### config.mk
export PLATFORM = sky130hd
export DESIGN_NAME = fetch_sequencer
export DESIGN_NICKNAME = d
export VERILOG_FILES = /design/src/rtl/fetch_sequencer_pkg.sv /design/src/rtl/fetch_sequencer_pc_redirect_latch.sv /design/src/rtl/fetch_sequencer.sv
export SDC_FILE = /design/constraint.sdc
export NUM_CORES = 1
export LEC_CHECK = 0
export CAP_MARGIN = 25
export CORE_ASPECT_RATIO = 1.5
export CORE_UTILIZATION = 30
export DETAILED_ROUTE_END_ITERATION = 7
export PLACE_DENSITY = 0.54
export SLEW_MARGIN = 40
export SYNTH_ARGS = -nofsm -noshare
export SYNTH_HDL_FRONTEND = slang
export SYNTH_HIERARCHICAL = 1
export SYNTH_SLANG_ARGS = --single-unit
### constraint.sdc
create_clock -name clk -period 3.2 [get_ports clk]
set_clock_uncertainty 0.15 [all_clocks]
set_input_delay 0.96 -clock clk [delete_from_list [all_inputs] [get_ports clk]]
set_output_delay 0.96 -clock clk [all_outputs]
set_load 0.01 [all_outputs]
### src/rtl/fetch_sequencer_pkg.sv
// Shared definitions for the fetch sequencer: reset PC, word width, FSM encoding
// and the word-alignment helper used for instruction-memory addresses.
package fetch_sequencer_pkg;

    localparam int INSTR_W = 32;
    localparam logic [31:0] RESET_PC_DEFAULT = 32'h0000_3000;

    typedef enum logic {
        FETCH = 1'b0,
        BUF   = 1'b1
    } fetch_state_t;

    function automatic logic [31:0] word_addr(input logic [31:0] pc);
        return {pc[31:2], 2'b00};
    endfunction

endpackage

### src/rtl/fetch_sequencer_pc_redirect_latch.sv
// Holds a redirect target that arrived while F could not yet advance, so it is
// applied once the delay-slot word has been handed to D.
module pc_redirect_latch (
    input  logic        clk,
    input  logic        reset,
    input  logic        set,
    input  logic        clear,
    input  logic [31:0] target,
    output logic        pend_valid,
    output logic [31:0] pend_target
);

    // clear wins: the consuming edge has already routed any redirect into PC_F
    always_ff @(posedge clk) begin
        if (reset) begin
            pend_valid  <= 1'b0;
            pend_target <= '0;
        end else if (clear) begin
            pend_valid  <= 1'b0;
        end else if (set) begin
            pend_valid  <= 1'b1;
            pend_target <= target;
        end
    end

endmodule

### src/rtl/fetch_sequencer.sv
// Fetch-stage controller: owns PC_F, issues req/ack fetches to instruction memory,
// buffers the word for F/D and defers redirects until the delay slot is delivered.
module fetch_sequencer
    import fetch_sequencer_pkg::*;
#(
    parameter logic [31:0] RESET_PC = RESET_PC_DEFAULT
) (
    input  logic               clk,
    input  logic               reset,
    input  logic               stall,
    input  logic               redirect,
    input  logic [31:0]        npc,
    output logic               im_req,
    output logic [31:0]        im_addr,
    input  logic               im_ack,
    input  logic [INSTR_W-1:0] im_rdata,
    output logic               valid_F,
    output logic [INSTR_W-1:0] instr_F,
    output logic [31:0]        PC_F,
    output fetch_state_t       state,
    output logic               pend_valid
);

    fetch_state_t       state_next;
    logic [INSTR_W-1:0] ibuf;
    logic [31:0]        pend_target;
    logic [31:0]        next_pc;
    logic               consume;
    logic               capture;

    // consume: F/D takes the buffered word on this edge
    assign consume = (state == BUF) && !stall;
    assign capture = redirect && !consume;

    always_comb begin
        state_next = state;
        next_pc    = PC_F + 32'd4;
        if (redirect) begin
            next_pc = npc;
        end else if (pend_valid) begin
            next_pc = pend_target;
        end
        case (state)
            FETCH:   if (im_ack) state_next = BUF;
            BUF:     if (!stall) state_next = FETCH;
            default: state_next = FETCH;
        endcase
    end

    always_ff @(posedge clk) begin
        if (reset) begin
            state <= FETCH;
            PC_F  <= RESET_PC;
            ibuf  <= '0;
        end else begin
            state <= state_next;
            if (state == FETCH && im_ack) begin
                ibuf <= im_rdata;
            end
            if (consume) begin
                PC_F <= next_pc;
            end
        end
    end

    assign im_req  = (state == FETCH);
    assign im_addr = word_addr(PC_F);
    assign valid_F = (state == BUF);
    assign instr_F = ibuf;

    pc_redirect_latch u_redirect_latch (
        .clk         (clk),
        .reset       (reset),
        .set         (capture),
        .clear       (consume),
        .target      (npc),
        .pend_valid  (pend_valid),
        .pend_target (pend_target)
    );

endmodule

==> run_results.csv, run 1 <==
group,metric,value,unit
power,ir_drop,0.000218,V
cts,hold_buffers,0,
final_layout,diodes,0,
critical_path,cpPeakStageDelay,0.62,ns
timing,maxSlewHeadroom,55.0,%
floorplan,core_area,16800,um2
floorplan,rows,58,
run,cap_violations,0,
cts,cts_buffers,9,
detailed_routing,wirelength,16100,um
critical_path,cp-end-kind,"output port",
critical_path,worstPathRequired,2.09,ns
final_layout,final_common_cell,"clkdlybuf4s50_1",
power,powerDensity,429,nW/um2
cts,cts-root-buf,"clkbuf_16",
timing,grt_setup_unrepaired,"no",
logic_synthesis,synth-main-ff-cell,"dfxtp_1",
global_route,grt_pass1_vias,4735,
detailed_routing,drt-pass1-iter-count,5,
run_status,status,"complete, no violations",
floorplan,die_x,109,um
final_layout,area_growth,38.0,%
power,power.leakage,0.00239,uW
timing,timing.final.crit_period,2.65,ns
final_layout,n_fill_cell,1713,
critical_path,crit_buf_inv,1,
detailed_routing,ant_nets,0,
global_route,antenna_found_initial,0,
logic_synthesis,async_flop_share,0,%
critical_path,worstPathCellList,"clkdlybuf4s50_1",
timing,final_max_slew_viol_count,0,
final_layout,stdcell_count,960,
detailed_routing,drtIter0Drc,362,
floorplan,dieArea,17600,um2
logic_synthesis,netlist_area,5120,um2
critical_path,critPathLaunch,"PC_F[17]$_SDFFE_PP0P_",
logic_synthesis,synth.top_cell.area_share,38.3,%
logic_synthesis,synth_seq_cells,98,
cts,cts_buffer_depth,2,
timing,setup_viol,0,
logic_synthesis,yosys.area.top_type,"dfxtp_1",
cts,post_cts_resize_count,0,
floorplan,boundaryPins,169,
logic_synthesis,synth.distinct_cells,60,
timing,setup_tns,0,ns
logic_synthesis,synthCells,632,
placed_design,hpwl,11500,um
worst_hold_path,hold_class,"flop to flop",
placed_design,place.gp.congestion,0.762,
detailed_routing,drc,0,
cts,htree_num_levels,3,
worst_hold_path,hp-start,"instr_F[8]$_SDFFE_PP0P_",
critical_path,critPathMaxFanout,10,
critical_path,worst-setup-path-type,"flop to output port",
cts,clock_sinks,98,
floorplan,die_h,162,um
critical_path,cp_slowest_cell,"clkdlybuf4s50_1",
detailed_routing,vias,5102,
placed_design,dpl.cell_count,944,
cts,cts_tree,"yes",
global_route,grt_util_all_layers,18.0,%
logic_synthesis,ys_top_cells_by_area,"dfxtp_1 38%, nand2_1 7.2%, nand4bb_1 7.0%",
logic_synthesis,avgSynthCellArea,8.10,um2
final_layout,fin_area,7060,um2
logic_synthesis,synth-edff-count,0,
logic_synthesis,seq_area_frac_synth,38.3,%
detailed_routing,post_drt_via_cell_ratio,5.31,
cts,cts_setup_buffers,0,
global_route,grt-ovfl-total,0,
critical_path,arrival,1.54,ns
placed_design,portBuffers,166,
placed_design,dpl_cell_area,6750,um2
floorplan,start_util,30.5,%
final_layout,nets,815,
timing,worstMarginPinSlew,0.670,ns
cts,clk_latency,0.35,ns
timing,fmax,0.377,GHz
global_route,grt_pass1_wl,24800,um
detailed_routing,wire_per_inst,16.8,um
final_layout,post-route-util,42.1,%
critical_path,path_delay_family,"buffers and inverters",
critical_path,r2r-start,"PC_F[2]$_SDFFE_PP0P_",
timing,hold_violations,0,
global_route,grt_max_degree,63,
critical_path,critPathLaunchType,"flop",
logic_synthesis,ys_warn_count,6,
cts,path_clk_slew,0.07,ns
final_layout,final_cell_mix,"165 x clkdlybuf4s50_1, 98 x dfxtp_1, 98 x nand2_1",
final_layout,drive_above_1_share,6.53,%
critical_path,reg2reg_slack,0.78,ns
timing,period_share,82.9,%
[path summary, 6_finish.rpt]
path / endpoint / cells after the start
max: PC_F[17] / 1
min: instr_F[8]$_SDFFE_PP0P_ / 2
max reg2reg: PC_F[26]$_SDFFE_PP0P_ / 6
min reg2reg: instr_F[8]$_SDFFE_PP0P_ / 2
[routing by layer]
metal / up-vias / share of wire, % / GRT usage [%]
met4: 0 / 2.0 / 7.62
li1: 2477 / - / -
met5: - / 0 / 0
met2: 189 / 49 / 29.7
met3: 20 / 5.5 / 2.93
met1: 2416 / 44 / 23.0
[power breakdown]
group	leakage, uW	internal, uW	switching, uW
Combinational	0.00144	281	256
Sequential	0.000803	1290	57.7
Clock	0.000151	638	506
[cell families (layout without fill, tap and decap cells)]
kind of cell	Yosys count	count (layout)	synth area share [%]
XOR/XNOR	1	1	0.171
AO/OA/AOI/OAI	188	188	22.7
AND/OR/NAND/NOR	247	247	28.1
multiplexers	4	4	0.782
adder cells (fa/ha/maj)	1	1	0.244
flip-flops	98	98	38.3
other	1	2	0.0733
buffers and inverters	92	209	9.66
[through the flow]
step	total power (uW)	hold slack (ns)	worst slack [ns]
floorplan	1640	0.292	0.453
global placement	1900	0.293	0.317
detailed placement	1910	0.297	0.219
CTS	3070	0.307	0.540
global route	3170	0.320	0.401
finish	3030	0.303	0.549
[flip-flops by register name, summed over array words and instances (netlist names)]
signal,flops
state,1
PC_F,32
u_redirect_latch/pend_valid,1
u_redirect_latch/pend_target,32
instr_F,32
[cells in the mapped netlist (10+ instances only)]
cell and number:
dfxtp_1 98, nand2_1 98, a21oi_1 58, clkbuf_1 38
buf_4 34, nand2b_1 34, nand4bb_1 32, o21ai_1 30
nor2_1 28, o21ai_0 28, a22oi_1 19, buf_2 10
[area by class of cell]
| type | count | area, um2 | area share, % |
|---|---|---|---|
| Sequential cell | 98 | 1960 | 27.8 |
| Multi-Input combinational cell | 443 | 2670 | 37.8 |
| Tap cell | 210 | 263 | 3.72 |
| Inverter | 5 | 18.8 | 0.266 |
| Clock inverter | 6 | 75.1 | 1.06 |
| Timing Repair Buffer | 188 | 1840 | 26.0 |
| Clock buffer | 10 | 239 | 3.38 |
(Power assumes the default switching activity.)
==> run 2: changes to the inputs <==
--- a/config.mk
+++ b/config.mk
@@ -9,7 +9,7 @@
 export CORE_ASPECT_RATIO = 1.5
 export CORE_UTILIZATION = 30
 export DETAILED_ROUTE_END_ITERATION = 7
-export PLACE_DENSITY = 0.54
+export PLACE_DENSITY = 0.56
 export SLEW_MARGIN = 40
 export SYNTH_ARGS = -nofsm -noshare
 export SYNTH_HDL_FRONTEND = slang
==> constraint.sdc (replaced) <==
create_clock -name clk -period 2.3 [get_ports clk]
set_clock_uncertainty 0.15 [all_clocks]
set_input_delay 0.69 -clock clk [delete_from_list [all_inputs] [get_ports clk]]
set_output_delay 0.69 -clock clk [all_outputs]
set_load 0.01 [all_outputs]
==> run 2 against run 1 <==
- global-route usage hardly changed
- die area stayed put
- combinational power is 48% higher
- worst setup slack worse by 0.51 ns
- non-clock buffer count is 22 higher
- wire length is 0.12% higher
- utilization is 1.5 points higher
- via count is 1.1% higher
- register-to-register slack worse by 0.56 ns
- sequential share of layout area is 0.72 points lower
- total power is 42% higher
- sequential power is 39% higher
- critical path type unchanged
==> run_results.csv, run 2 (synthesis gave the netlist of run 1 again) <==
group,metric,value,unit
power,power.leakage,0.00253,uW
detailed_routing,vias,5160,
final_layout,area_growth,42.9,%
detailed_routing,drtIter0Drc,322,
global_route,use_met1,22.6,%
run,cap_violations,0,
timing,setup_tns,0,ns
timing,period_share,98.2,%
critical_path,critPathLaunchType,"flop",
critical_path,reg2reg_depth,7,
critical_path,reg2reg_to,"PC_F[26]$_SDFFE_PP0P_",
detailed_routing,drc,0,
final_layout,drive_above_1_share,10.6,%
critical_path,r2r-start,"PC_F[2]$_SDFFE_PP0P_",
timing,worst_slack,0.0420,ns
detailed_routing,drt-pass1-iter-count,5,
worst_hold_path,hold_class,"flop to flop",
critical_path,cp_slowest_cell,"clkdlybuf4s50_1",
global_route,grt_max_degree,49,
detailed_routing,post_drt_via_cell_ratio,5.26,
global_route,met3_usage,2.69,%
final_layout,final_cell_mix,"165 x clkdlybuf4s50_1, 98 x nand2_1, 85 x dfxtp_1",
global_route,grt_pass1_wl,25100,um
power,finalPower,4300,uW
cts,cts_tree,"yes",
timing,hold_violations,0,
global_route,antenna_found_initial,0,
worst_hold_path,hold_depth,2,
critical_path,worstPathRequired,1.46,ns
floorplan,die_x,109,um
final_layout,n_fill_cell,1688,
cts,clock_sinks,98,
critical_path,cpPeakStageDelay,0.60,ns
critical_path,path_delay_family,"buffers and inverters",
final_layout,stdcell_count,981,
final_layout,final_common_cell,"clkdlybuf4s50_1",
cts,clk_latency,0.35,ns
detailed_routing,wire_per_inst,16.4,um
cts,hold_buffers,0,
global_route,grt-ovfl-total,0,
critical_path,reg2reg_slack,0.22,ns
critical_path,arrival,1.42,ns
global_route,grt_util_all_layers,18.1,%
critical_path,critPathMaxFanout,7,
cts,htree_num_levels,3,
floorplan,rows,58,
timing,final_max_slew_viol_count,0,
placed_design,dpl_cell_area,6980,um2
cts,cts-root-buf,"clkbuf_16",
cts,cts_buffer_depth,2,
floorplan,dieArea,17600,um2
detailed_routing,ant_nets,0,
placed_design,hpwl,11900,um
run_status,status,"complete, no violations",
worst_hold_path,hp-start,"instr_F[12]$_SDFFE_PP0P_",
floorplan,core_area,16800,um2
critical_path,cp-end-kind,"output port",
floorplan,start_util,30.5,%
timing,setup_viol,0,
placed_design,portBuffers,166,
worst_hold_path,holdPathEnd,"instr_F[12]$_SDFFE_PP0P_",
power,powerDensity,588,nW/um2
power,ir_drop,0.000322,V
floorplan,boundaryPins,169,
global_route,gr-max-usage-layer,"met2",
global_route,grt_pass1_vias,4792,
timing,grt_setup_unrepaired,"no",
cts,cts_buffers,9,
placed_design,dpl.cell_count,966,
timing,fmax,0.443,GHz
final_layout,diodes,0,
floorplan,die_h,162,um
detailed_routing,wirelength,16100,um
global_route,grtUsageMet2,30.6,%
critical_path,worstPathCellList,"clkdlybuf4s50_1",
placed_design,place.gp.congestion,0.833,
critical_path,crit_buf_inv,1,
timing,timing.final.crit_period,2.26,ns
placed_design,dp_slack,-0.221,ns
final_layout,fin_area,7310,um2
final_layout,nets,837,
cts,cts_setup_buffers,0,
cts,path_clk_slew,0.07,ns
critical_path,worst-setup-path-type,"flop to output port",
-- run 2: changes by cell type in the layout (fill, tap and decap cells not counted) --
| cell | delta |
|---|---|
| dfxtp_1 | -13 |
| a2111oi_0 | -1 |
| clkbuf_8 | -1 |
| buf_4 | +17 |
| bufinv_16 | +1 |
| clkbuf_1 | +1 |
| dfxtp_2 | +13 |
| buf_12 | +5 |
| clkinvlp_4 | -1 |
| a2111oi_1 | +1 |
| clkinv_4 | -1 |
-- run 2: repair_timing --
| item | in CTS | in global routing |
|---|---|---|
| pin swaps | 0 | 0 |
| gates resized for setup | 5 | 9 |
| endpoints found under the setup margin | 9 | 17 |
-- run 2: area by class of cell --
| cell class | instances | area [um2] | area share [%] |
|---|---|---|---|
| Sequential cell | 98 | 1980 | 27.0 |
| Clock inverter | 5 | 88.8 | 1.21 |
| Multi-Input combinational cell | 443 | 2670 | 36.5 |
| Inverter | 5 | 18.8 | 0.257 |
| Timing Repair Buffer | 210 | 2060 | 28.2 |
| Clock buffer | 10 | 229 | 3.13 |
| Tap cell | 210 | 263 | 3.59 |
-- run 2: metal layers --
layer / vias up / routed length, um
met4: 0 / 404
li1: 2522 / -
met1: 2419 / 6900
met3: 28 / 749
met5: - / 0
met2: 191 / 8070
-- run 2: power by group --
group,total [uW],switching [uW],internal [uW]
combinational,793,363,430
sequential,1870,80.3,1790
clock,1630,675,960
-- run 2: worst max path at each step --
stage / slack (ns) / depth (start not counted) / startpoint / end
floorplan: 0.04 / 8 / stall / u_redirect_latch/pend_target[10]$_SDFFE_PP0P_
global placement: -0.19 / 6 / redirect / PC_F[19]$_SDFFE_PP0P_
detailed placement: -0.22 / 6 / redirect / PC_F[19]$_SDFFE_PP0P_
CTS: 0.0003 / 1 / PC_F[13]$_SDFFE_PP1P_ / PC_F[13]
global route: 0.002 / 1 / u_redirect_latch/pend_valid$_SDFFE_PP0P_ / pend_valid
finish: 0.04 / 1 / PC_F[11]$_SDFFE_PP0P_ / im_addr[11]
-- run 2: worst reg2reg max path, stage by stage (launching register included) --
cell      delay [ns]
dfxtp_1         0.34
ha_1            0.23
nand3_1         0.20
nor4_4          0.29
buf_4           0.23
nand4_2         0.15
a211oi_1        0.27
nor4_1          0.08
-- run 2: through the flow --
step / hold slack (ns) / util, %
after floorplan: 0.292 / -
after global placement: 0.294 / 41.6
after detailed placement: 0.297 / 41.6
after CTS: 0.307 / 43.6
after global routing: 0.324 / 43.6
final: 0.305 / 43.6
